==> config.mk <==
export PLATFORM = sky130hd
export DESIGN_NAME = stream_tx
export DESIGN_NICKNAME = d
export VERILOG_FILES = /design/src/rtl/stream_tx_pkg.sv /design/src/rtl/stream_tx_lfsr.sv /design/src/rtl/stream_tx.sv
export SDC_FILE = /design/constraint.sdc
export NUM_CORES = 1
export LEC_CHECK = 0
export ABC_AREA = 1
export ABC_CLOCK_PERIOD_IN_PS = 3100
export BUFFER_PORTS_ARGS = -buffer_cell sky130_fd_sc_hd__buf_4
export CORE_ASPECT_RATIO = 1.5
export CORE_MARGIN = 8
export CORE_UTILIZATION = 40
export CTS_CLUSTER_SIZE = 20
export DETAILED_ROUTE_END_ITERATION = 16
export PLACE_DENSITY = 0.69
export SYNTH_ARGS = -nofsm -noshare
export SYNTH_HDL_FRONTEND = slang
export SYNTH_HIERARCHICAL = 1
export SYNTH_SLANG_ARGS = --single-unit
export TNS_END_PERCENT = 50
==> constraint.sdc <==
create_clock -name clk -period 3.1 [get_ports clk]
set_clock_uncertainty 0.15 [all_clocks]
set_input_delay 0.31 -clock clk [delete_from_list [all_inputs] [get_ports clk]]
set_output_delay 0.31 -clock clk [all_outputs]
set_load 0.01 [all_outputs]
==> src/rtl/stream_tx_pkg.sv <==
// Shared types and constants for the stream_tx burst generator.
package stream_tx_pkg;

  localparam int DEF_DATA_WIDTH = 32;
  localparam int DEF_LEN_WIDTH  = 16;
  localparam int DEF_DIV_WIDTH  = 16;

  localparam logic [31:0] LFSR_MASK = 32'h8020_0003;

  typedef enum logic [1:0] {
    IDLE = 2'd0,
    RUN  = 2'd1,
    DONE = 2'd2
  } state_t;

endpackage

==> src/rtl/stream_tx_lfsr.sv <==
// Galois right-shift LFSR step plus zero-seed replacement; purely combinational.
module stream_tx_lfsr
  import stream_tx_pkg::*;
#(
  parameter int WIDTH = DEF_DATA_WIDTH
) (
  input  logic [WIDTH-1:0] seed,
  input  logic [WIDTH-1:0] state,
  output logic [WIDTH-1:0] seed_fixed,
  output logic [WIDTH-1:0] next
);

  localparam logic [WIDTH-1:0] MASK = WIDTH'(LFSR_MASK);
  localparam logic [WIDTH-1:0] ONE  = {{(WIDTH-1){1'b0}}, 1'b1};

  // An all-zero state would lock the register, so a zero seed becomes 1.
  always_comb begin
    if (seed == {WIDTH{1'b0}}) begin
      seed_fixed = ONE;
    end else begin
      seed_fixed = seed;
    end
    if (state[0]) begin
      next = (state >> 1) ^ MASK;
    end else begin
      next = state >> 1;
    end
  end

endmodule

==> src/rtl/stream_tx.sv <==
// Bounded-burst stream source with ce pacing; STREAM_TX_LFSR_EN adds the LFSR pattern.
module stream_tx
  import stream_tx_pkg::*;
#(
  parameter int DATA_WIDTH = DEF_DATA_WIDTH,
  parameter int LEN_WIDTH  = DEF_LEN_WIDTH,
  parameter int DIV_WIDTH  = DEF_DIV_WIDTH
) (
  input  logic                  clk,
  input  logic                  rst,
  input  logic                  start,
  input  logic                  abort,
  input  logic [LEN_WIDTH-1:0]  length,
  input  logic [DIV_WIDTH-1:0]  divider,
  input  logic [DATA_WIDTH-1:0] seed,
  input  logic                  mode,
  output logic [DATA_WIDTH-1:0] data_out,
  output logic                  ce,
  output logic                  busy,
  output logic                  done
);

  localparam logic [DATA_WIDTH-1:0] DATA_ONE = {{(DATA_WIDTH-1){1'b0}}, 1'b1};
  localparam logic [LEN_WIDTH-1:0]  LEN_ONE  = {{(LEN_WIDTH-1){1'b0}}, 1'b1};
  localparam logic [DIV_WIDTH-1:0]  DIV_ONE  = {{(DIV_WIDTH-1){1'b0}}, 1'b1};

  state_t                state_r;
  logic [LEN_WIDTH-1:0]  length_r;
  logic [DIV_WIDTH-1:0]  divider_r;
  logic [DIV_WIDTH-1:0]  div_cnt_r;
  logic [LEN_WIDTH-1:0]  sent_r;
  logic [DATA_WIDTH-1:0] first_word_s;
  logic [DATA_WIDTH-1:0] next_word_s;
  logic                  accept_s;

  assign accept_s = (state_r == IDLE) && start;

`ifdef STREAM_TX_LFSR_EN
  logic                  mode_r;
  logic [DATA_WIDTH-1:0] lfsr_seed_s;
  logic [DATA_WIDTH-1:0] lfsr_next_s;

  stream_tx_lfsr #(.WIDTH(DATA_WIDTH)) u_lfsr (
    .seed       (seed),
    .state      (data_out),
    .seed_fixed (lfsr_seed_s),
    .next       (lfsr_next_s)
  );

  // Pattern select is captured with the accepted start.
  always_ff @(posedge clk) begin
    if (rst) begin
      mode_r <= 1'b0;
    end else if (accept_s) begin
      mode_r <= mode;
    end else begin
      mode_r <= mode_r;
    end
  end

  // The next word is always derived from the word currently on data_out.
  always_comb begin
    if (mode) begin
      first_word_s = lfsr_seed_s;
    end else begin
      first_word_s = seed;
    end
    if (mode_r) begin
      next_word_s = lfsr_next_s;
    end else begin
      next_word_s = data_out + DATA_ONE;
    end
  end
`else
  logic unused_mode;
  assign unused_mode = mode;

  // Ramp only: the next word is the current word plus one.
  always_comb begin
    first_word_s = seed;
    next_word_s  = data_out + DATA_ONE;
  end
`endif

  // Burst FSM with word and divider counters; all outputs registered here.
  always_ff @(posedge clk) begin
    if (rst) begin
      state_r   <= IDLE;
      length_r  <= {LEN_WIDTH{1'b0}};
      divider_r <= {DIV_WIDTH{1'b0}};
      div_cnt_r <= {DIV_WIDTH{1'b0}};
      sent_r    <= {LEN_WIDTH{1'b0}};
      data_out  <= {DATA_WIDTH{1'b0}};
      ce        <= 1'b0;
      busy      <= 1'b0;
      done      <= 1'b0;
    end else begin
      case (state_r)
        IDLE: begin
          ce   <= 1'b0;
          busy <= 1'b0;
          done <= 1'b0;
          if (start) begin
            length_r  <= length;
            divider_r <= divider;
            if (length != {LEN_WIDTH{1'b0}}) begin
              state_r   <= RUN;
              ce        <= 1'b1;
              busy      <= 1'b1;
              data_out  <= first_word_s;
              div_cnt_r <= divider;
              sent_r    <= LEN_ONE;
            end else begin
              state_r <= DONE;
              done    <= 1'b1;
            end
          end
        end
        RUN: begin
          // sent_r counts the strobe already on ce, so equality means the last word is out.
          if (abort || (sent_r == length_r)) begin
            state_r <= DONE;
            ce      <= 1'b0;
            busy    <= 1'b0;
            done    <= 1'b1;
          end else if (div_cnt_r == {DIV_WIDTH{1'b0}}) begin
            ce        <= 1'b1;
            data_out  <= next_word_s;
            sent_r    <= sent_r + LEN_ONE;
            div_cnt_r <= divider_r;
          end else begin
            ce        <= 1'b0;
            div_cnt_r <= div_cnt_r - DIV_ONE;
          end
        end
        DONE: begin
          state_r <= IDLE;
          ce      <= 1'b0;
          busy    <= 1'b0;
          done    <= 1'b0;
        end
        default: begin
          state_r <= IDLE;
          ce      <= 1'b0;
          busy    <= 1'b0;
          done    <= 1'b0;
        end
      endcase
    end
  end

endmodule

==> key figures <==
Synthesis
  • Post-Syn Nets: 1146
  • Synth Cell Area: 6470 µm²
  • YS warnings: 6
  • Most area-hungry cell type in the Yosys netlist: dfxtp_1
  • Commonest cells in the netlist: nand2_1, nor2_1, dfxtp_1
  • Register area share after synthesis: 0.312
  • Avg Cell Area, Syn: 6.03 µm²
  • Cells after Synth: 1073
  • Share of the synthesized area in the top cell type: 0.312
  • Netlist cell types: 33
  • Synth area leaders: dfxtp_1, nand2_1, nor2_1
  • Top_reg_cell synth: dfxtp_1
  • EDFF count, synth: 0
  • Most common cell in the netlist: nand2_1
  • Synth Register Bits: 101
  • Ys async rst share: 0

Clock network
  • CTS Buf Count: 9
  • Htree depth: 3
  • Bufs on Longest Clock Path: 2
  • Resized cells post-CTS: 0
  • Post-CTS Setup Inserts: 0
  • CTS tree: done
  • Root Buffer: clkbuf_16
  • # clock sinks: 101
  • Clk slew on worst S/H paths: 0.07 ns
  • Worst-Skew Late Latency: 0.35 ns
  • Hold buffers post-CTS: 0

Timing
  • Unrepaired setup endpoints after global routing: false
  • Final-report hold violation count: 0
  • Max Transition Viols Final: 0
  • Crit share post-route: 0.744
  • Final setup TNS: 0 ns
  • Max_slew headroom: 0.463
  • Tmin final: 2.31 ns
  • Tightest Pin Transition: 0.806 ns
  • Final Setup Violations: 0
  • Fmax: 0.434 GHz

Layout
  • # fillers: 1729
  • N_diodes: 0
  • Final net count: 1221
  • Core Util, Final: 0.472
  • Layout area overhead: 17.1%
  • Layout cells sized above 1: 0.159

Floorplan
  • Initial Utilization: 0.403
  • Chip width: 120 µm
  • Die area: 20600 µm²
  • Row count: 57
  • Die H: 172 µm
  • Io pins: 104
  • Core area: 16000 µm²

Worst setup path
  • Required time of the critical path: 3.23 ns
  • Crit-path max cell delay: 0.44 ns
  • R2R depth: 9
  • Worst setup SP type: flip-flop
  • Critical path's slowest cell: buf_4
  • Crit path cell chain: inv_1 > ha_1 > inv_1 > nor3_1 > nand3_1 > nand2_2 > buf_4 > nand3_1 > a21oi_2
  • Max FO, Critical Path: 40
  • Crit path arrival time: 2.43 ns
  • Crit end category: flip-flop
  • Crit Path Category: reg2reg

Drt
  • Routed length per instance: 13.7 µm
  • Drt total wl: 18700 µm
  • Initial DRC count: 423
  • Drt via density: 4.95
  • Drt drc: 0
  • Antenna Nets Post-Route: 0
  • Vias: 6724
  • Initial DRT Pass Iterations: 5

Global route
  • Vias in the first global route: 6275
  • Largest net degree at the start of global routing: 75
  • First-pass GRT wire length: 30500 µm
  • Antenna violations before repair: 0
  • GRT Total Usage: 0.181
  • GRT overflow: 0

Power
  • Pleak: 0.00330 µW
  • Total chip power: 3520 µW
  • VDD IR max: 0.273 mV
  • P per Cell Area: 464 nW/µm²

Worst hold path
  • Hold Path Class: in2reg
  • Hold Path Depth: 3

Job
  • Max-cap violations: 0

Placed design
  • RD Place Congestion: 0.949
  • Port bufs: 102
  • Detail Placement HPWL: 13400 µm

Status
  • Status: complete, no violations
==> kinds of logic after synthesis <==
family	after synthesis	synth area share
XOR/XNOR	23	0.0311
adder cells (fa/ha/maj)	4	0.00773
AO/OA/AOI/OAI	166	0.143
multiplexers	5	0.00773
AND/OR/NAND/NOR	628	0.399
buffers and inverters	146	0.0988
flip-flops	101	0.312
==> stage by stage <==
step | worst slack [ns] | area, µm² | hold slack, ns | std cells
6_report | 0.794 | 7580 | 0.0745 | 1359
5_1_grt | 0.555 | 7580 | 0.105 | 1359
4_1_cts | 0.780 | 7580 | 0.0693 | 1359
3_5_place_dp | 0.801 | 7290 | 0.290 | 1343
3_3_place_gp | 0.815 | 7290 | 0.285 | 1343
2_1_floorplan | 1.19 | 6470 | 0.274 | 1073
==> registers in the layout, indices dropped and copies added, names as in the netlist <==
signal     flops
data_out      32
div_cnt_r     16
divider_r     16
length_r      16
sent_r        16
state_r        2
busy           1
ce             1
done           1
==> critical path, delay by kind of cell (launching register included) <==
family | cells | cell delay, ns
and+or+nand+nor | 4 | 0.79
adders and majority gates | 1 | 0.16
buffers and inverters | 3 | 0.64
DFF | 1 | 0.31
AOI/OAI and AO/OA | 1 | 0.16
==> layout by cell type, fill, tap and decap left out <==
cell / count
nand4_1: 8
xnor2_1: 4
inv_1: 86
clkinvlp_4: 2
o31ai_1: 2
o21ai_0: 74
ha_1: 4
a21o_1: 1
nor3_1: 13
o211ai_1: 4
nand2_1: 336
nor2_2: 3
clkbuf_8: 2
and3_1: 1
o21bai_1: 2
a21oi_2: 19
or2_2: 7
nand3_1: 82
o21a_1: 1
nor2_1: 159
clkbuf_1: 1
inv_2: 14
nand2_2: 13
mux2i_1: 5
dfxtp_1: 101
xor2_1: 19
a21oi_1: 63
nand3b_1: 2
nor3_2: 1
clkbuf_16: 9
nand2_4: 1
buf_4: 110
clkinv_4: 2
nor4_1: 2
==> power breakdown <==
group | internal (µW) | switching (µW)
combinational | 346 | 529
sequential | 1410 | 119
clock | 593 | 522
total | 2350 | 1170
==> area by class of cell <==
type                    count  area (µm²)  area share
clock inverters             4        32.5     0.00429
repair buffers            110         826       0.109
flip-flops and latches    101        2020       0.267
multi-input cells         826        3810       0.503
inverters                 100         375      0.0495
well taps                 206         258      0.0340
clock buffers              12         256      0.0338
==> per-layer routing <==
layer / up-vias / GRT usage / routed length [µm]
met5: - / 0 / 0
met4: 0 / 0.100 / 704
met3: 37 / 0.0260 / 771
met2: 162 / 0.317 / 9050
met1: 2963 / 0.207 / 8140
li1: 3562 / - / -
==> final timing paths <==
kind	start	to	slack, ns
worst max-delay path	div_cnt_r[0]	sent_r[5]	0.79
worst min-delay path	divider[11]	divider_r[11]	0.07
worst max register to register	div_cnt_r[0]	sent_r[5]	0.79
worst min register to register	divider_r[4]	divider_r[4]	0.30
(Power assumes the default switching activity.)
